===== src/rtl/keypad_scan_decoder.sv =====
// keypad_scan_decoder
//
// Matrix keypad scanner and decoder. It drives one-hot column strobes and
// samples the row lines once per column dwell. Each column sample is folded
// into a per-frame accumulator. The frame result is debounced across whole
// frames, and the block emits registered press and release events carrying a
// linear key code (row*COLS + col).
//
// Ports:
//   CLK       in   1     system clock, rising edge
//   RST       in   1     synchronous active-high reset
//   keyRows   in   ROWS  raw row lines, active-high, asynchronous to CLK
//   keyCols   out  COLS  one-hot active-high column strobe
//   Key       out  KW    last accepted key code
//   KeyValid  out  1     one-cycle pulse: new key accepted
//   KeyRel    out  1     one-cycle pulse: accepted key released
//   KeyDown   out  1     level: a key is currently held (accepted)
//   Multi     out  1     level: most recent frame saw two or more contacts
//
// The accepted-state FSM (stable_kind_q: NONE or KEY) is split into three
// processes: a register process, a next-state combinational process, and an
// output combinational process that drives the ports from the registers.
module keypad_scan_decoder #(
  parameter int ROWS     = 4,
  parameter int COLS     = 4,
  parameter int SCAN_DIV = 1000,
  parameter int DEBOUNCE = 4,
  localparam int KW      = $clog2(ROWS*COLS)
) (
  input  logic            CLK,
  input  logic            RST,
  input  logic [ROWS-1:0] keyRows,
  output logic [COLS-1:0] keyCols,
  output logic [KW-1:0]   Key,
  output logic            KeyValid,
  output logic            KeyRel,
  output logic            KeyDown,
  output logic            Multi
);

  localparam int DW = $clog2(SCAN_DIV);
  localparam int CW = $clog2(COLS);
  localparam int NW = $clog2(DEBOUNCE+1);

  typedef enum logic [1:0] {
    RES_NONE = 2'd0,
    RES_KEY  = 2'd1,
    RES_INV  = 2'd2
  } res_kind_e;

  logic [ROWS-1:0] rows_meta_q, rows_sync_q;
  logic [DW-1:0]   dwell_q, dwell_d;
  logic [CW-1:0]   col_q, col_d;
  logic [COLS-1:0] cols_q, cols_d;
  logic [1:0]      acc_cnt_q, acc_cnt_d;
  logic [KW-1:0]   acc_code_q, acc_code_d;
  res_kind_e       cand_kind_q, cand_kind_d;
  logic [KW-1:0]   cand_code_q, cand_code_d;
  logic [NW-1:0]   cnt_q, cnt_d;
  res_kind_e       stable_kind_q, stable_kind_d;
  logic [KW-1:0]   key_q, key_d;
  logic            key_valid_q, key_valid_d;
  logic            key_rel_q, key_rel_d;
  logic            key_down_q, key_down_d;
  logic            multi_q, multi_d;

  // Contacts seen in the current column: count saturates at 2, and the code
  // belongs to the lowest-indexed row that is set.
  logic [1:0]    col_hits;
  logic [KW-1:0] col_code;
  logic [2:0]    sum_cnt;
  logic [1:0]    merged_cnt;
  logic [KW-1:0] merged_code;
  res_kind_e     res_kind;
  logic          sample, frame_end, same_as_cand;

  always_comb begin
    col_hits = 2'd0;
    col_code = '0;
    for (int r = 0; r < ROWS; r++) begin
      if (rows_sync_q[r]) begin
        if (col_hits == 2'd0) col_code = KW'(r*COLS + int'(col_q));
        if (col_hits != 2'd2) col_hits = col_hits + 2'd1;
      end
    end
    sum_cnt     = {1'b0, acc_cnt_q} + {1'b0, col_hits};
    merged_cnt  = (sum_cnt >= 3'd2) ? 2'd2 : sum_cnt[1:0];
    // Earlier columns take priority for the first-contact code.
    merged_code = (acc_cnt_q == 2'd0) ? col_code : acc_code_q;
    case (merged_cnt)
      2'd0:    res_kind = RES_NONE;
      2'd1:    res_kind = RES_KEY;
      default: res_kind = RES_INV;
    endcase
  end

  assign sample       = (dwell_q == DW'(SCAN_DIV-1));
  assign frame_end    = sample && (col_q == CW'(COLS-1));
  assign same_as_cand = (res_kind == cand_kind_q) &&
                        ((res_kind != RES_KEY) || (merged_code == cand_code_q));

  // State register process.
  always_ff @(posedge CLK) begin
    if (RST) begin
      rows_meta_q   <= '0;
      rows_sync_q   <= '0;
      dwell_q       <= '0;
      col_q         <= '0;
      cols_q        <= COLS'(1);
      acc_cnt_q     <= '0;
      acc_code_q    <= '0;
      cand_kind_q   <= RES_NONE;
      cand_code_q   <= '0;
      cnt_q         <= '0;
      stable_kind_q <= RES_NONE;
      key_q         <= '0;
      key_valid_q   <= 1'b0;
      key_rel_q     <= 1'b0;
      key_down_q    <= 1'b0;
      multi_q       <= 1'b0;
    end else begin
      rows_meta_q   <= keyRows;
      rows_sync_q   <= rows_meta_q;
      dwell_q       <= dwell_d;
      col_q         <= col_d;
      cols_q        <= cols_d;
      acc_cnt_q     <= acc_cnt_d;
      acc_code_q    <= acc_code_d;
      cand_kind_q   <= cand_kind_d;
      cand_code_q   <= cand_code_d;
      cnt_q         <= cnt_d;
      stable_kind_q <= stable_kind_d;
      key_q         <= key_d;
      key_valid_q   <= key_valid_d;
      key_rel_q     <= key_rel_d;
      key_down_q    <= key_down_d;
      multi_q       <= multi_d;
    end
  end

  // Next-state process: scan timing, frame accumulation, debounce, acceptance.
  always_comb begin
    dwell_d       = dwell_q + DW'(1);
    col_d         = col_q;
    cols_d        = cols_q;
    acc_cnt_d     = acc_cnt_q;
    acc_code_d    = acc_code_q;
    cand_kind_d   = cand_kind_q;
    cand_code_d   = cand_code_q;
    cnt_d         = cnt_q;
    stable_kind_d = stable_kind_q;
    key_d         = key_q;
    key_valid_d   = 1'b0;
    key_rel_d     = 1'b0;
    key_down_d    = key_down_q;
    multi_d       = multi_q;

    if (sample) begin
      dwell_d = '0;
      cols_d  = {cols_q[COLS-2:0], cols_q[COLS-1]};
      col_d   = (col_q == CW'(COLS-1)) ? '0 : col_q + CW'(1);
      acc_cnt_d  = merged_cnt;
      acc_code_d = merged_code;
    end

    if (frame_end) begin
      acc_cnt_d  = '0;
      acc_code_d = '0;
      multi_d    = (res_kind == RES_INV);
      if (res_kind == RES_INV) begin
        // Invalid frames never count toward acceptance, which freezes outputs.
        cand_kind_d = RES_INV;
        cnt_d       = '0;
      end else if (same_as_cand) begin
        if (cnt_q != NW'(DEBOUNCE)) cnt_d = cnt_q + NW'(1);
      end else begin
        cand_kind_d = res_kind;
        cand_code_d = merged_code;
        cnt_d       = NW'(1);
      end

      // cnt_d is zero for an INVALID candidate, so only NONE/KEY get here.
      if ((cnt_d == NW'(DEBOUNCE)) &&
          ((cand_kind_d != stable_kind_q) ||
           ((cand_kind_d == RES_KEY) && (cand_code_d != key_q)))) begin
        stable_kind_d = cand_kind_d;
        if (cand_kind_d == RES_KEY) begin
          key_d       = cand_code_d;
          key_down_d  = 1'b1;
          key_valid_d = 1'b1;
        end else begin
          key_down_d  = 1'b0;
          key_rel_d   = 1'b1;
        end
      end
    end
  end

  // Output process.
  always_comb begin
    keyCols  = cols_q;
    Key      = key_q;
    KeyValid = key_valid_q;
    KeyRel   = key_rel_q;
    KeyDown  = key_down_q;
    Multi    = multi_q;
  end

endmodule


===== config.mk =====
export PLATFORM = sky130hd
export DESIGN_NAME = keypad_scan_decoder
export DESIGN_NICKNAME = d
export VERILOG_FILES = /design/src/rtl/keypad_scan_decoder.sv
export SDC_FILE = /design/constraint.sdc
export NUM_CORES = 1
export LEC_CHECK = 0
export CAP_MARGIN = 40
export CORE_ASPECT_RATIO = 1.25
export CORE_MARGIN = 1.5
export CORE_UTILIZATION = 37
export CTS_CLUSTER_DIAMETER = 60
export CTS_CLUSTER_SIZE = 24
export DETAILED_ROUTE_END_ITERATION = 12
export DONT_BUFFER_PORTS = 1
export PLACE_DENSITY = 0.54
export SLEW_MARGIN = 20
export SYNTH_ARGS = -nofsm -noshare
export SYNTH_HDL_FRONTEND = slang
export SYNTH_SLANG_ARGS = --single-unit

===== constraint.sdc =====
create_clock -name CLK -period 4.7 [get_ports CLK]
set_clock_uncertainty 0.1 [all_clocks]
set_input_delay 0.47 -clock CLK [delete_from_list [all_inputs] [get_ports CLK]]
set_output_delay 0.47 -clock CLK [all_outputs]
set_load 0.05 [all_outputs]

* Yosys cells after proc, flatten, opt, wreduce, memory -nomap -nowiden *
Cells that the tools add are included.

word-level totals
  register bits = 49
  bits of input ports = 6
  output and inout port bits = 12
  word-level logic and storage cells = 90

operators by class
  $add $sub $neg = 10
  order comparisons = 1
  equal/unequal tests = 15
  mux-type cells = 30
  bitwise logic cells = 2
  reductions and logical operators = 16

operators by type and width
  operator                                             number
  2-to-1 mux 4 bit                                     10
  2-to-1 mux 2 bit                                     12
  2-to-1 mux 3 bit                                     4
  adder 10 x 1 -> 10 bit, second input constant        1
  == test 10 bit, second input constant                1
  logical NOT 2 bit                                    5
  adder 2 x 1 -> 2 bit, second input constant          4
  adder 4 x 2 -> 4 bit, first input constant           2
  inequality test 2 bit, second input constant         3
  adder 3 x 2 -> 4 bit, first input constant           1
  == test 2 x 1 -> 1 bit, second input constant        2
  == test 2 bit, second input constant                 2
  == test 4 bit                                        1
  logical AND 1 bit                                    4
  inequality test 4 bit                                1
  case mux 2 bit (2 select lines)                      1
  OR reduction 2 bit                                   2
  adder 2 x 2 -> 3 bit                                 1
  adder 3 x 1 -> 3 bit, second input constant          1
  == test 3 bit, second input constant                 1
  >= comparator 3 x 2 -> 1 bit, second input constant  1
  2-to-1 mux 1 bit                                     3
  inequality test 3 bit, second input constant         1
  AND reduction 3 bit                                  1
  other kinds (7)                                      9

* Depth between registers and ports, before layout *
Gate-level depths: netlist of the first run.

  depth after elaboration = 27
  depth in mapped cells = 15
  gate-level depth less buffers = 15

* Least setup slack after synthesis of the first run *
No wires, ideal clock.

  kind = register to register
  start point = reg rows_sync_q[0]
  end point = reg stable_kind_q[1]
  setup time = 0.115 ns
  arrival = 3.551 ns
  required time = 4.485 ns
  slack = 0.934 ns
  stages on the path, launching flop included = 16
  cells stage by stage = dfxtp_1 inv_1 ha_1 nor4b_1 a31oi_1 o21ai_0 ha_1 inv_1 fa_1 a21bo_2 a21oi_1 o22ai_1 a2111oi_4 or2_1 nand4_1 and3_1

between the ends
  cells in the longest elaborated chain, start to end = 26
  elaborated cells on any way between the ends = 53
  classes of those cells = add/sub: 4; order compare: 1; eq/ne: 12; mux: 26; reduce/logical: 10

RTL lines
  element                                                                 line  RTL
  from (decl)                                                             51    logic [ROWS-1:0] rows_meta_q, rows_sync_q;
  from (signal assigned)                                                  123   rows_sync_q <= rows_meta_q;
  2-to-1 mux 1 bit                                                        81    if (rows_sync_q[r]) begin
  adder 2 x 1 -> 2 bit / inequality test 2 bit (equally long branches)    83    if (col_hits != 2'd2) col_hits = col_hits + 2'd1;
  2-to-1 mux 2 bit                                                        83
  2-to-1 mux 2 bit                                                        81
  adder 2 x 1 -> 2 bit / inequality test 2 bit (equally long branches)    83
  2-to-1 mux 2 bit                                                        83
  2-to-1 mux 2 bit                                                        81
  adder 2 x 1 -> 2 bit / inequality test 2 bit (equally long branches)    83
  (+10 left out)                                                          --
  2-to-1 mux 4 bit / 2-to-1 mux 2 bit (equally long branches)             174   end else if (same_as_cand) begin
  2-to-1 mux 4 bit / 2-to-1 mux 2 bit (equally long branches)             170   if (res_kind == RES_INV) begin
  2-to-1 mux 4 bit / 2-to-1 mux 2 bit (equally long branches)             166   if (frame_end) begin
  inequality test 4 bit / == test 2 x 1 -> 1 bit (equally long branches)  185   ((cand_kind_d == RES_KEY) && (cand_code_d != key_q)))) begin
  logical AND 1 bit                                                       185
  logical OR 1 bit                                                        184   ((cand_kind_d != stable_kind_q) ||
  logical AND 1 bit                                                       183   if ((cnt_d == NW'(DEBOUNCE)) &&
  AND reduction 2 bit (no source line)                                    --
  to (signal assigned)                                                    132   stable_kind_q <= stable_kind_d;
  to (decl)                                                               60    res_kind_e stable_kind_q, stable_kind_d;

Parallel ways exist; a longest one is shown, timed or not. The select of a mux whose other input is x is not followed.
A chain may end at the register's enable or synchronous reset.

* Worst setup path in the final report of the first run *
  start point = reg rows_sync_q[0]
  end point = reg key_down_q, in the netlist KeyDown

between the ends
  cells in the longest elaborated chain, start to end = 26
  elaborated cells on any way between the ends = 54
  classes of those cells = add/sub: 4; order compare: 1; eq/ne: 12; mux: 27; reduce/logical: 10

RTL lines
  element                                                                 line      RTL
  2-to-1 mux 1 bit                                                        81
  adder 2 x 1 -> 2 bit / inequality test 2 bit (equally long branches)    83
  2-to-1 mux 2 bit                                                        83
  2-to-1 mux 2 bit                                                        81
  adder 2 x 1 -> 2 bit / inequality test 2 bit (equally long branches)    83
  2-to-1 mux 2 bit                                                        83
  2-to-1 mux 2 bit                                                        81
  adder 2 x 1 -> 2 bit / inequality test 2 bit (equally long branches)    83
  (+10 left out)                                                          --
  2-to-1 mux 4 bit / 2-to-1 mux 2 bit (equally long branches)             174
  2-to-1 mux 4 bit / 2-to-1 mux 2 bit (equally long branches)             170
  2-to-1 mux 4 bit / 2-to-1 mux 2 bit (equally long branches)             166
  inequality test 4 bit / == test 2 x 1 -> 1 bit (equally long branches)  185, 187
  logical AND 1 bit                                                       185
  logical OR 1 bit                                                        184
  logical AND 1 bit                                                       183
  AND reduction 2 bit (no source line)                                    --
  to (signal assigned)                                                    136       key_down_q <= key_down_d;
  to (decl)                                                               64        logic key_down_q, key_down_d;

Parallel ways exist; a longest one is shown, timed or not. The select of a mux whose other input is x is not followed.

==> results of run 1 <==
## synthesized netlist by cell type, drive strengths merged, types with 4 or more instances
| cell | n |
|---|---|
| inv | 10 |
| mux2i | 9 |
| dfxtp | 49 |
| o22ai | 5 |
| nor4 | 4 |
| nand3 | 9 |
| and3 | 4 |
| o21ai | 11 |
| xnor2 | 7 |
| nor2b | 8 |
| ha | 10 |
| nand2 | 25 |
| a21oi | 19 |
| nor2 | 35 |
| xor2 | 10 |
| nor3 | 10 |
| clkbuf | 6 |
## cells by family after synthesis
logic type                 count (synthesis)  share of synthesized area (%)
muxes                                     11                           4.47
and+or+nand+nor                          114                           25.1
adders and majority gates                 11                           5.76
buffers and inverters                     19                           3.13
DFF                                       49                           38.9
xor gates and xnor gates                  17                           6.50
AOI/OAI and AO/OA                         54                           16.1
## final cells by class
| cell class | instances | area (um^2) | area share, % |
|---|---|---|---|
| well taps | 87 | 109 | 4.05 |
| inverters | 11 | 41.3 | 1.54 |
| multi-input cells | 207 | 1460 | 54.4 |
| flip-flops and latches | 49 | 981 | 36.5 |
| repair buffers | 1 | 5.00 | 0.186 |
| clock buffers | 6 | 72.6 | 2.70 |
| clock inverters | 2 | 15.0 | 0.559 |
## per-layer routing
metal / GRT usage (%) / wire, um
met5: 0 / 0
met2: 28.5 / 2720
met4: 6.02 / 75
met1: 17.0 / 2340
met3: 2.39 / 120
## critical path, delay by kind of cell, from the launching register on
family                     cells  cell delay, ps
AOI/OAI and AO/OA              8            1700
adders and majority gates      3            1070
and+or+nand+nor                2             690
DFF                            1             430
buffers and inverters          2             150
## stage by stage
| stage | setup WS, ps | instances |
|---|---|---|
| 2_1_floorplan | 934 | 275 |
| 3_3_place_gp | 465 | 354 |
| 3_5_place_dp | 384 | 355 |
| 4_1_cts | 360 | 363 |
| 5_1_grt | 67.6 | 363 |
| 6_report | 434 | 363 |
## power groups by stage
| stage | clock network [mW] | logic, mW | registers (mW) |
|---|---|---|---|
| after global routing | 0.272 | 0.0691 | 0.427 |
| after floorplan | 0 | 0.0551 | 0.433 |
| after CTS | 0.262 | 0.0625 | 0.426 |
| final | 0.252 | 0.0620 | 0.426 |
| after global placement | 0 | 0.0607 | 0.435 |
| after detailed placement | 0 | 0.0622 | 0.435 |
## worst min-delay path by stage
| stage | startpoint | end | slack [ps] | depth (start not counted) |
|---|---|---|---|---|
| 6_report | RST | rows_sync_q[3] | 120 | 1 |
| 5_1_grt | RST | rows_sync_q[1] | 110 | 1 |
| 4_1_cts | RST | rows_sync_q[3] | 110 | 1 |
| 3_5_place_dp | rows_meta_q[2] | rows_sync_q[2] | 320 | 1 |
| 3_3_place_gp | rows_meta_q[2] | rows_sync_q[2] | 320 | 1 |
| 2_1_floorplan | rows_meta_q[0] | rows_sync_q[0] | 310 | 1 |
## sequential cells by signal, summed over array words and instances, names as in the netlist, 3 cells and up
name	flops
Key	4
acc_code_q	4
cand_code_q	4
cnt_q	3
dwell_q	10
keyCols	4
rows_meta_q	4
rows_sync_q	4
==> results summary, run 1 <==
The area of the core is 6570 um^2. Traced cell by cell, the critical path runs through inv_1 > ha_1 > nor4b_1 > a31oi_1 > o21ai_0 > ha_1 > inv_1 > fa_1 > a21bo_2 > a21oi_1 > o22ai_1 > a2111oi_4 > o211ai_1 > nor4_1 > o21ai_1. The number of global-route vias before repair is 1816. The post-CTS setup repair buffer count came out at 0. The total power after layout is 740 uW. In the layout the commonest cells are 49 x sky130_fd_sc_hd__dfxtp_1, 34 x sky130_fd_sc_hd__nor2_1, 24 x sky130_fd_sc_hd__nand2_1, 19 x sky130_fd_sc_hd__a21oi_1. The synthesized area divided by synthesized cell count came out at between 9 and 10 um^2. The top fanout value on the critical path is 8.

The accumulated negative setup slack is 0 ps. The run finished with clean final reports. Setup violations remaining at the end of the flow were counted as 0. The maximum clock rate came out at about 0.23 GHz. The sequential cell area fraction in the yosys report came out at 38.9%. Final hold analysis gives a worst-case slack of about 120 ps.

The last weighted congestion value of the routability-driven placer is ~0.8. In this run the critical register-to-register path is launched from rows_sync_q[0]. The share of flip-flops with an asynchronous set or reset came out at 0%. The area share of the largest cell type after synthesis is 38.9%. The initial antenna violation count came out at 0. For this block, the via count after detailed routing is 1873. The number of rows in the core area is 33. The internal power of the cells totals roughly 550 uW. The count of hold-fix buffers inserted at cts is 0. The end point of the critical path is KeyDown. The cell area after placement came out at 2600 um^2. The total DRC errors in the routed layout came out at 0. The number of clock sinks came out at 49. The clock network latency to the later pin of the worst-skew pair is 300 ps. Summed over all nets, the half-perimeter wirelength after detailed placement is around 3900 um. The startpoint of the most critical setup path is rows_sync_q[0].

The number of routed nets with antenna violations came out at 0. The max-slew violation count came out at 0. The cell at the slowest stage of the critical path is sky130_fd_sc_hd__a2111oi_4. The post-route netlist has 10.1% of its cells at a drive strength greater than 1. The number of distinct standard cells referenced by the synthesized netlist is 60. The die boundary height came out at 95.3 um.

Counting flops and latches in the post-synthesis netlist gives 49. The critical path data arrival time is 4350 ps. The area enclosed by the die boundary is 7320 um^2. The final routed wire length divided by cell count came out at around 14 um. The antenna diode count came out at 0.

The logic gate share of total power came out at 8.4%. The combined area of all synthesized cells came out at ~2500 um^2. Counting I/O delays and the setup requirement, the final critical path takes 4270 ps. The count of max-cap constraint violations is 0.

The worst reg2reg path depth came out at 15. The cell leakage power is about 0.96 nW. The H-tree depth came out at 2. The number of filler cells placed in the layout is 644. The worst register-to-register path ends at KeyDown. Clock tree synthesis selected as its root buffer the cell sky130_fd_sc_hd__clkbuf_8. Counting the buffers created by CTS gives 5. Sorting the synthesized cells by area gives the leading types as sky130_fd_sc_hd__dfxtp_1 39%, sky130_fd_sc_hd__nor2_1 5.1%, sky130_fd_sc_hd__ha_1 5.0%. The share of the clock period used by the worst path after layout is 90.8%.

Once the floorplan was initialized, standard cells occupied 38.4% of the core. The wire length reported by the detailed router is 5260 um. The worst setup path is captured at a flop. The total power divided by cell area came out at 276 nW/um^2. The worst hold path belongs to the class primary input to flop.

TritonCTS built the clock tree. From synthesis to final layout, the design area changed by 6.50%. The number of instances in the synthesized netlist came out at 275. The maximum single-stage delay on the critical path came out at 600 ps.

Of the total power, the clock network draws 34.1%. IR analysis of the VDD net gives a maximum drop of 134 uV. STA classifies the critical path startpoint as a flop. The pre-antenna-repair detailed-routing pass consisted of 4 iterations.

Of all cell types, the one taking the most synthesized area is sky130_fd_sc_hd__dfxtp_1. The switching power came out at 190 uW. The net count of the finished layout is 292.

Among all flip-flop cells after synthesis, the most frequent one is sky130_fd_sc_hd__dfxtp_1. After detailed routing, the number of vias per cell comes to 5.16. The relative slew slack is 55.6%. The total nets after synthesis is between 200 and 300.

The global-route wire length before repair came out at 8630 um. At the end of the flow the core is filled with cells to 40.9%. The final count of hold timing violations came out at 0.

In this run, post-CTS repair resized a total of 0 instances. The number of flops mapped to enable cells by yosys is 0. In this run the count of I/O pins placed on the die edge is 18. In the global route stage, overall resource usage came out at 15.1%. The area of all placed cells without fillers came out at 2690 um^2. Leaving out fill and tap cells, the most frequent cell in the layout is sky130_fd_sc_hd__dfxtp_1.

The share of total power consumed by net switching came out at 25.7%. The total of warnings raised by yosys came out at 0. The pin count of the biggest net entering global routing is 34. Summed over all layers, the global routing overflow is 0. The number of buffers on the longest clock path is 2. The critical path in this run is classified as flop to flop. The count of buffers added on input and output ports is 0. Setup repair after global routing left no endpoint under its margin. The first-iteration detailed-routing DRC count came out at 61. The setup check on the worst reg-to-reg path leaves a slack of 430 ps. The width of the chip is slightly below 80 um. The transition time at the pin with the least slew margin is around 670 ps. The required time of the worst setup path is approximately 4800 ps. Clock-pin slew was measured on the worst setup and hold paths at 90 ps.

The proportion of power drawn by flip-flops and latches came out at 57.5%.
Power figures use the tool's default switching activity.
==> inputs of run 2 (changes only) <==
--- a/config.mk
+++ b/config.mk
@@ -7,14 +7,12 @@
 export LEC_CHECK = 0
 export CAP_MARGIN = 40
 export CORE_ASPECT_RATIO = 1.25
-export CORE_MARGIN = 1.5
 export CORE_UTILIZATION = 37
-export CTS_CLUSTER_DIAMETER = 60
+export CTS_CLUSTER_DIAMETER = 30
 export CTS_CLUSTER_SIZE = 24
 export DETAILED_ROUTE_END_ITERATION = 12
 export DONT_BUFFER_PORTS = 1
 export PLACE_DENSITY = 0.54
-export SLEW_MARGIN = 20
 export SYNTH_ARGS = -nofsm -noshare
 export SYNTH_HDL_FRONTEND = slang
 export SYNTH_SLANG_ARGS = --single-unit
==> results summary, run 2 (synthesized netlist as in run 1, its figures left out) <==
The number of clock sinks came out at 49 (unchanged). The area of all placed cells without fillers came out at 2710 um^2 (+1.1%). The wire length reported by the detailed router was 5240 um (-0.32%). The fraction of final layout cells with drive strength greater than 1 is 10.5% (+0.36 points). The register ranked first by flip-flop count is dwell_q. The top fanout value on the critical path came out at 8 (unchanged). The final critical delay including setup and external delays was 4240 ps (-26.4 ps).

The number of logic stages on the critical path including buffering is 15 (unchanged). In this run the worst hold path is classified as primary input to flop. The width of the chip came to 75.8 um (-1.3%).

The number of detailed-route iterations in the first pass came to 4 (unchanged). The number of filler cells placed in the layout was 644 (unchanged). The buffers plus inverters on the worst setup path was 2 (unchanged).

The global-route wire length before repair was 8710 um (+0.88%). Setup repair after global routing left no endpoint under its margin. In the layout the commonest cells are 49 x sky130_fd_sc_hd__dfxtp_1, 34 x sky130_fd_sc_hd__nor2_1, 24 x sky130_fd_sc_hd__nand2_1, 19 x sky130_fd_sc_hd__a21oi_1. The cell sitting at the root of the clock tree is a sky130_fd_sc_hd__clkbuf_8. The share of the clock period used by the worst path after layout came out at 90.2% (-0.56 points). The area of the core is 6570 um^2 (unchanged). The number of I/O port buffers is 0 (unchanged).

The total power divided by cell area is 296 nW/um^2 (+7.3%). STA classifies the critical path startpoint as a flop. The required time of the worst setup path came out at 4790 ps (about the same). The count of hold-fix buffers inserted at cts is 0 (unchanged). The pin count of the biggest net entering global routing is 34 (unchanged). The number of rows in the core area came to 33 (unchanged). The H-tree depth is 2 (unchanged).

The share of the core filled with cells was 41.3% (+0.44 points). The critical path data arrival time came out at 4330 ps (-20 ps). The number of global-route vias before repair is 1791 (-1.4%).

The cell area after placement came out at 2600 um^2 (unchanged). The number of flip-flops in the largest register is 10 (unchanged). The global-route total usage across every layer is 16.2% (+1.1 points).

The first-iteration detailed-routing DRC count is 71 (+16%). The maximum clock rate came out at 0.236 GHz (+0.62%). The count of cells resized by post-cts repair is 0 (unchanged). The clock network latency to the later pin of the worst-skew pair came out at 310 ps (about the same). The final count of hold timing violations is 0 (unchanged). The number of buffers on the longest clock path was 2 (unchanged). The estimated wirelength of the detail-placed design came out at 3880 um (+0.43%). The number of nets in the final layout was 292 (unchanged). The flow ran to the end, and the final reports show no timing, DRC or antenna violations. The clock-pin slew on the worst setup and hold paths came to 100 ps (about the same).

The area enclosed by the die boundary came out at 7150 um^2 (-2.3%). The count of boundary I/O pins came out at 18 (unchanged). The antenna diode count is 0 (unchanged). The relative slew slack came out at 50.1% (-5.5 points). The initial antenna violation count came to 0 (unchanged). The last weighted congestion value of the routability-driven placer is 0.810 (+0.15%). The via count came out at 1850 (-1.2%).

STA classifies the critical path endpoint as a flop. The setup violation total in the final timing report came out at 0 (unchanged). The die boundary height came out at 94.3 um (-1.0%). The total DRC errors in the routed layout came to 0 (unchanged). The cell leakage power was 0.987 nW (+2.3%). The critical path goes through inv_1 > ha_1 > nor4b_1 > a31oi_1 > o21ai_0 > ha_1 > inv_1 > fa_1 > a21bo_2 > a21oi_1 > o22ai_1 > a2111oi_4 > or2_1 > nand3_2 > nor4_2. The maximum resistive drop on vdd came out at 129 uV (-3.8%). The post-synthesis to final-layout area growth came out at 7.64%. The final routed wire length divided by cell count is 14.4 um (-0.32%). The maximum single-stage delay on the critical path came to 590 ps (about the same).

The total grt overflow is 0 (unchanged). The largest individual stage delay along the critical path comes from the cell sky130_fd_sc_hd__a2111oi_4. Leaving out fill and tap cells, the most frequent cell in the layout is sky130_fd_sc_hd__dfxtp_1. The initial cell density of the core is 38.4% (unchanged).

The number of buffers inserted during clock tree synthesis is 5 (unchanged). The clock tree from TritonCTS is built. The post-CTS setup repair buffer count is 0 (unchanged). The via density per instance is 5.10 (-1.2%).

The number of routed nets with antenna violations came to 0 (unchanged). The transition time at the pin with the least slew margin came out at 748 ps (+82.4 ps). The setup slack of the worst register-to-register path came to 460 ps (+30 ps). The count of max-cap constraint violations came out at 0 (unchanged). The max-slew violation count came out at 0 (unchanged). The worst reg2reg path depth was 15 (unchanged). The cell family contributing the most delay on the critical path is compound AO/OA/AOI/OAI gates.

The cell depth of the worst min-delay path came out at 1 (unchanged). The classification of the worst setup path is flop to flop. The accumulated negative setup slack is 0 ps (unchanged).
run 2: cell type report:
cell class | count | area (um^2) | share of cell area [%]
timing repair buffer | 1 | 5.00 | 0.184
tap | 87 | 109 | 4.01
multi-input combinational | 207 | 1460 | 53.8
clock buffer | 5 | 68.8 | 2.54
inverter | 11 | 41.3 | 1.52
clock inverter | 3 | 47.5 | 1.75
sequential | 49 | 981 | 36.1
run 2: metal layers:
| layer | wire length (um) | share of wire, % | track usage (%) | vias up |
|---|---|---|---|---|
| met4 | 116 | 2.2 | 6.79 | 0 |
| met2 | 2620 | 50 | 27.0 | 14 |
| met1 | 2360 | 45 | 19.4 | 861 |
| met3 | 142 | 2.7 | 3.65 | 10 |
| li1 | - | - | - | 965 |
| met5 | 0 | 0 | 0 | - |
run 2: report_power, final:
group	total, mW	internal (mW)	switching, mW
clock network	0.316	0.163	0.153
logic	0.0614	0.0243	0.0371
registers	0.426	0.420	0.00548
run 2: final timing paths:
check / start / to
setup / recovery: rows_sync_q[0] / KeyRel
hold / removal: RST / acc_code_q[2]
setup reg to reg: rows_sync_q[0] / KeyRel
hold reg to reg: rows_meta_q[3] / rows_sync_q[3]
run 2: worst register-to-register path, cell delays in order (launching register included):
cell,delay (ps)
sky130_fd_sc_hd__dfxtp_1,430
sky130_fd_sc_hd__inv_1,110
sky130_fd_sc_hd__ha_1,400
sky130_fd_sc_hd__nor4b_1,300
sky130_fd_sc_hd__a31oi_1,60
sky130_fd_sc_hd__o21ai_0,100
sky130_fd_sc_hd__ha_1,170
sky130_fd_sc_hd__inv_1,50
sky130_fd_sc_hd__fa_1,510
sky130_fd_sc_hd__a21bo_2,240
sky130_fd_sc_hd__a21oi_1,230
sky130_fd_sc_hd__o22ai_1,160
sky130_fd_sc_hd__a2111oi_4,590
sky130_fd_sc_hd__or2_1,260
sky130_fd_sc_hd__nand3_2,110
sky130_fd_sc_hd__nor4_2,320
run 2: per-stage QoR:
| stage | setup slack [ps] | hold WS (ps) | total power, mW | cells |
|---|---|---|---|---|
| finish | 460 | 123 | 0.803 | 363 |
| global route | 155 | 101 | 0.839 | 363 |
| CTS | 405 | 110 | 0.816 | 363 |
| detailed placement | 390 | 324 | 0.497 | 355 |
| global placement | 477 | 323 | 0.496 | 354 |
| floorplan | 934 | 314 | 0.488 | 275 |
